==> config.mk <==
export PLATFORM = sky130hd
export DESIGN_NAME = clefia_arbiter
export DESIGN_NICKNAME = d
export VERILOG_FILES = /design/src/rtl/clefia_arbiter.sv
export SDC_FILE = /design/constraint.sdc
export NUM_CORES = 1
export LEC_CHECK = 0
export ABC_AREA = 1
export CAP_MARGIN = 0
export CORE_AREA = 4 4 554 556
export DETAILED_ROUTE_END_ITERATION = 8
export DIE_AREA = 0 0 558 560
export GPL_ROUTABILITY_DRIVEN = 1
export GPL_TIMING_DRIVEN = 0
export SYNTH_ARGS = -nofsm -noshare
export SYNTH_HDL_FRONTEND = slang
export SYNTH_SLANG_ARGS = --single-unit
==> constraint.sdc <==
create_clock -name CLK -period 3.8 [get_ports CLK]
set_clock_uncertainty 0.05 [all_clocks]
set_input_delay 1.14 -clock CLK [delete_from_list [all_inputs] [get_ports CLK]]
set_output_delay 1.14 -clock CLK [all_outputs]
set_load 0.005 [all_outputs]
==> src/rtl/clefia_arbiter.sv <==
// rtl/clefia_arbiter.sv - two-port round-robin arbiter and KEYSET/DATASET sequencer for one CLEFIA core
//
// Grants the core to one of two requesters. It reloads the key only when the
// expanded key context is missing, belongs to the other requester, or uses a
// different key length. It returns the result with a one-cycle DONE pulse and
// aborts hung wait states with a one-cycle ERR pulse.
//
// Ports:
//   CLK, SRST                 clock, synchronous active-high reset
//   REQ[1:0]                  request levels, held until DONE/ERR
//   MODE0/1, ENCDEC0/1        per-requester key length / direction
//   KEY0/1, DIN0/1            per-requester key (right-aligned) / data block
//   KEYCHG[1:0]               pulse: requester i changed its key
//   DONE[1:0], ERR[1:0]       completion / timeout pulses, indexed by requester
//   RDOUT                     result, held until next capture
//   C_MODE..C_DIN             drive the core inputs
//   C_BSY, C_DVLD, C_DOUT     core status and result
module clefia_arbiter #(
    parameter int TMO_W = 10
) (
    input  logic         CLK,
    input  logic         SRST,
    input  logic [1:0]   REQ,
    input  logic [1:0]   MODE0,
    input  logic [1:0]   MODE1,
    input  logic         ENCDEC0,
    input  logic         ENCDEC1,
    input  logic [255:0] KEY0,
    input  logic [255:0] KEY1,
    input  logic [127:0] DIN0,
    input  logic [127:0] DIN1,
    input  logic [1:0]   KEYCHG,
    output logic [1:0]   DONE,
    output logic [1:0]   ERR,
    output logic [127:0] RDOUT,
    output logic [1:0]   C_MODE,
    output logic         C_ENCDEC,
    output logic         C_KEYSET,
    output logic         C_DATASET,
    output logic [255:0] C_KEY,
    output logic [127:0] C_DIN,
    input  logic         C_BSY,
    input  logic         C_DVLD,
    input  logic [127:0] C_DOUT
);

    localparam logic [2:0] S_IDLE  = 3'd0;
    localparam logic [2:0] S_KSET  = 3'd1;
    localparam logic [2:0] S_KBSY  = 3'd2;
    localparam logic [2:0] S_KWAIT = 3'd3;
    localparam logic [2:0] S_DSET  = 3'd4;
    localparam logic [2:0] S_DBSY  = 3'd5;
    localparam logic [2:0] S_DWAIT = 3'd6;
    localparam logic [2:0] S_DONE  = 3'd7;

    logic [2:0]       state, nstate;
    logic             kvalid, owner, last, grant, kchg_pend;
    logic [1:0]       lmode;
    logic [TMO_W-1:0] cnt, cnt_inc;

    logic             gnt_sel, reload, in_wait, tmo, tmo_hit, grant_now, kwait_exit;
    logic [1:0]       sel_mode;

    // Contention goes to whoever was not served last.
    assign gnt_sel  = (REQ == 2'b11) ? ~last : REQ[1];
    assign sel_mode = gnt_sel ? MODE1 : MODE0;

    // A key change arriving on the grant edge already invalidates the context.
    assign reload   = !(kvalid && !KEYCHG[owner]) || (owner != gnt_sel) || (lmode != sel_mode);

    assign in_wait  = (state == S_KBSY) || (state == S_KWAIT) ||
                      (state == S_DBSY) || (state == S_DWAIT);
    assign cnt_inc  = cnt + 1'b1;
    assign tmo      = &cnt_inc;

    always_comb begin
        nstate = state;
        case (state)
            S_IDLE:  if (REQ != 2'b00) nstate = reload ? S_KSET : S_DSET;
            S_KSET:  nstate = S_KBSY;
            S_KBSY:  if (C_BSY)       nstate = S_KWAIT;
                     else if (tmo)    nstate = S_IDLE;
            S_KWAIT: if (!C_BSY)      nstate = S_DSET;
                     else if (tmo)    nstate = S_IDLE;
            S_DSET:  nstate = S_DBSY;
            S_DBSY:  if (C_BSY)       nstate = S_DWAIT;
                     else if (tmo)    nstate = S_IDLE;
            S_DWAIT: if (C_DVLD)      nstate = S_DONE;
                     else if (tmo)    nstate = S_IDLE;
            S_DONE:  nstate = S_IDLE;
            default: nstate = S_IDLE;
        endcase
    end

    // The only way from a wait state back to IDLE is the timeout.
    assign tmo_hit    = in_wait && (nstate == S_IDLE);
    assign grant_now  = (state == S_IDLE) && (REQ != 2'b00);
    assign kwait_exit = (state == S_KWAIT) && (nstate == S_DSET);

    always_ff @(posedge CLK) begin
        if (SRST) begin
            state     <= S_IDLE;
            kvalid    <= 1'b0;
            owner     <= 1'b0;
            lmode     <= 2'b00;
            last      <= 1'b1;
            grant     <= 1'b0;
            kchg_pend <= 1'b0;
            cnt       <= '0;
            DONE      <= 2'b00;
            ERR       <= 2'b00;
            RDOUT     <= '0;
            C_MODE    <= 2'b00;
            C_ENCDEC  <= 1'b0;
            C_KEYSET  <= 1'b0;
            C_DATASET <= 1'b0;
            C_KEY     <= '0;
            C_DIN     <= '0;
        end else begin
            state     <= nstate;
            C_KEYSET  <= (nstate == S_KSET);
            C_DATASET <= (nstate == S_DSET);
            DONE      <= (nstate == S_DONE) ? {grant, ~grant} : 2'b00;
            ERR       <= tmo_hit ? {grant, ~grant} : 2'b00;

            if (nstate != state)
                cnt <= '0;
            else if (in_wait)
                cnt <= cnt_inc;

            if (grant_now) begin
                grant     <= gnt_sel;
                last      <= gnt_sel;
                C_MODE    <= sel_mode;
                C_ENCDEC  <= gnt_sel ? ENCDEC1 : ENCDEC0;
                C_KEY     <= gnt_sel ? KEY1 : KEY0;
                C_DIN     <= gnt_sel ? DIN1 : DIN0;
                kchg_pend <= 1'b0;
            end else if (((state == S_KSET) || (state == S_KBSY) || (state == S_KWAIT)) &&
                         KEYCHG[grant]) begin
                kchg_pend <= 1'b1;
            end

            if (kvalid && KEYCHG[owner])
                kvalid <= 1'b0;

            // A key change seen anywhere during the load, including this edge,
            // leaves the freshly loaded context marked invalid.
            if (kwait_exit) begin
                owner  <= grant;
                lmode  <= C_MODE;
                kvalid <= !(kchg_pend || KEYCHG[grant]);
            end

            if (tmo_hit)
                kvalid <= 1'b0;

            if ((state == S_DWAIT) && C_DVLD)
                RDOUT <= C_DOUT;
        end
    end

endmodule

==> results.md <==
- Synth Cell Area: 23,000 sq um
- Crit. End Element: flop
- Mean Syn Cell Area: a little under 8 sq um
- DRC: 0
- Top_reg_cell synth: dfxtp_1
- H-tree Lvls: 3
- Synth top area share: between 40% and 50%
- Post-synthesis sequential area ratio: 47.2%
- Setup ws final: 92.1 ps
- Vias in the first global route: 29,400
- Worst-path fanout max: 12
- Worst slew pin tran: 1360 ps
- Netlist cell types: 35
- Max cap viols: 0
- Ys Warns: 0
- Number of fill cells: 34,500
- Clock slew at reported path FFs: about 60 ps
- Yosys reg bits: ~540
- Tcrit/Tclk final: 97.6%
- Initial core utilization: 7.60%
- Leakage Power: 0.0146 uW
- P_int: 15,400 uW
- WL/cell: 33.4 um
- First-pass GRT wire length: 347 mm
- Clk root buf: clkbuf_16
- Clock Latency Late Sink: 780 ps
- Peak VDD IR: 0.000276 V
- First drt pass iteration count: 6
- Sw Pwr: 11,600 uW
- Detailed Route Iter0 Violations: roughly 3,200
- Via count: approximately 32,000
- CTS tree: built
- Endpoints failing setup: 0
- Synth Net Count: just under 4,000
- Hold slack: ~410 ps
- Dpl hpwl: approximately 260 mm
- Total GRT Usage: 17.4%
- Std cell rows: 202
- Placed inst area: approximately 42,000 sq um
- CTS buffer count: 75
- Nature of the critical path startpoint: primary input
- Share of post-route cells with drive strength above 1: 5.09%
- EDFF count, synth: 0
- Finished Layout Cells: 8,582
- DIE AREA: 312,000 sq um
- Family with the most delay on the worst path: buffers and inverters
- Final Critical Period: roughly 3700 ps
- Hold Crit Class: flop to flop
- Largest area contributor in the netlist: dfxtp_1
- Grt total ovfl: 0
- Cell area power density: between 600 and 700 nW/um^2
- Hold buffer count at cts: 0
- Top cells by area, synth: dfxtp_1, o31ai_1, nand3_1
- WP buf/inv: 5
- Largest net degree at the start of global routing: 13
- Antenna viol nets, final: 0
- WS Path Type: primary input to flop
- Clk network pwr share: 27.6%
- Total power: 27,100 uW
- Async set-reset flop share out of synthesis: 0%
- Die W: between 500 and 600 um
- Count of pins over their slew limit: 0
- FMAX: 270 MHz
- Critical Path RT: 4380 ps
- Sw frac: 42.9%
- Placed cells: between 8,000 and 9,000
- Unrepaired setup endpoints after global routing: false
- Core box area: about 300,000 sq um
- Final WL: 287 mm
- Slew margin rel.: around 8.2%
- Clock Tree Buf Depth: 4
- Crit path DAT: approximately 4300 ps
- CP max stage cell: o21ai_0
- Die height: 560 um
- Area grow syn2layout: 95.6%
- Register area: 10,800 sq um
- NumNets Final: 5,400
- Power share of the sequential group: 29.6%
- Critical Path, Cell by Cell: clkdlybuf4s50_1 -> nand2_1 -> nand2_1 -> inv_1 -> buf_4 -> clkbuf_1 -> clkbuf_1 -> o21ai_0 -> o31ai_1
- RePlAce Congestion: around 1.0
- I/O Pins: roughly 1,400
- Port buffer count: 1,429
- Antenna violations before repair: 203
- Via density: 3.70
- Comb pwr share: 42.8%
- Status: finished clean
- Area of the multi-input gates: 10,800 sq um
- Mapped Cells: 2,981
- Dpl ws: -910 ps
- Max incr delay on CP: 540 ps
- Clock Sinks: 541
- Hold Fails Final Rpt: 0
- Design area: 44,900 sq um
==> tightest hold or removal path, delay by kind of cell (launching register included) <==
| family | cells | cell delay [ps] |
|---|---|---|
| simple gates | 1 | 60 |
| flops | 1 | 310 |
| compound gates | 1 | 50 |
==> flip-flops by register name (all words and copies together) (netlist names) <==
signal     flops
C_KEY        256
C_DIN        128
RDOUT        128
cnt           10
state          3
C_MODE         2
DONE           2
ERR            2
lmode          2
C_DATASET      1
C_ENCDEC       1
C_KEYSET       1
grant          1
kchg_pend      1
kvalid         1
last           1
owner          1
==> cell type report <==
type | count | area share [%]
Timing Repair Buffer | 1430 | 31.9
Sequential cell | 541 | 24.1
Multi-Input combinational cell | 2102 | 24.0
Tap cell | 3978 | 11.1
Clock buffer | 102 | 4.76
Buffer | 302 | 2.78
Clock inverter | 28 | 0.758
Antenna cell | 63 | 0.351
Inverter | 36 | 0.301
==> per-layer routing <==
| metal | share of wire, % | global-route usage (%) | vias to the layer above | wire, um |
|---|---|---|---|---|
| met5 | 0.26 | 0 | - | 747 |
| met4 | 4.6 | 7.28 | 116 | 13300 |
| li1 | - | - | 13600 | - |
| met3 | 13 | 7.92 | 506 | 36500 |
| met1 | 41 | 21.5 | 15100 | 117000 |
| met2 | 42 | 25.8 | 2325 | 119000 |
==> power groups by stage <==
| stage | combinational, uW | sequential (uW) | clock, uW |
|---|---|---|---|
| floorplan | 3290 | 7780 | 0 |
| global placement | 11600 | 8060 | 0 |
| detailed placement | 11500 | 8070 | 0 |
| CTS | 11600 | 7970 | 7630 |
| global route | 12100 | 8120 | 7780 |
| finish | 11600 | 8010 | 7460 |
==> Yosys cell counts, types with 5 or more instances <==
cell type and instances:
nor2_1 412, inv_1 29, nand2_1 313, buf_1 34, a21oi_1 138, inv_2 7
nand4_1 5, nand2_2 8, nand3_1 400, buf_2 65, o31ai_1 385, nor3_1 5
nor3_2 10, o21ai_0 399, clkbuf_1 200, dfxtp_1 541
==> cell families (layout without fill, tap and decap cells) <==
| group | count (synthesis) | after routing | synth area share (%) |
|---|---|---|---|
| AO/OA/AOI/OAI | 930 | 930 | 24.6 |
| XOR/XNOR | 2 | 2 | 0.0763 |
| buffers and inverters | 338 | 1898 | 5.93 |
| adder cells (fa/ha/maj) | 2 | 2 | 0.109 |
| flip-flops | 541 | 541 | 47.2 |
| other | 0 | 63 | 0 |
| AND/OR/NAND/NOR | 1168 | 1168 | 22.1 |
==> final timing paths <==
check | startpoint | endpoint | slack [ps] | depth (start not counted)
worst max-delay path | REQ[0] | C_KEY[17] | 90 | 9
worst min-delay path | RDOUT[34] | RDOUT[34] | 410 | 2
worst max register to register | state[0] | C_DIN[28] | 280 | 8
worst min register to register | RDOUT[34] | RDOUT[34] | 410 | 2
==> cell usage in the layout (no fill, tap or decap), types with 4 or more instances in the layout <==
cell type and count:
bufinv_16 6, dfxtp_1 541, nand2_1 313, nor2_1 412, clkbuf_8 16, a21oi_1 138
clkdlybuf4s50_1 1428, diode_2 63, nor2_4 4, inv_2 7, inv_1 29, clkbuf_16 75
clkbuf_2 4, nor3_1 5, o21ai_0 399, nand3_2 4, nand3_1 400, nand4_1 5
inv_6 6, buf_1 32, buf_2 64, nand2_2 8, o31ai_1 385, nor3_2 10
clkbuf_1 208, clkinv_2 11
==> metrics by stage <==
step | setup TNS [ps] | utilization (%)
6_report | 0 | 14.9
5_1_grt | 0 | 14.9
4_1_cts | 0 | 14.8
3_5_place_dp | -259030 | 14.0
3_3_place_gp | -858020 | 14.0
2_1_floorplan | 0 | -
==> timing repair <==
item	4_1_cts	5_1_grt
endpoints found under the hold margin	0	0
setup endpoints to repair	52	3
setup buffers	0	0
resized for setup	4	7
Power figures use the tool's default switching activity.
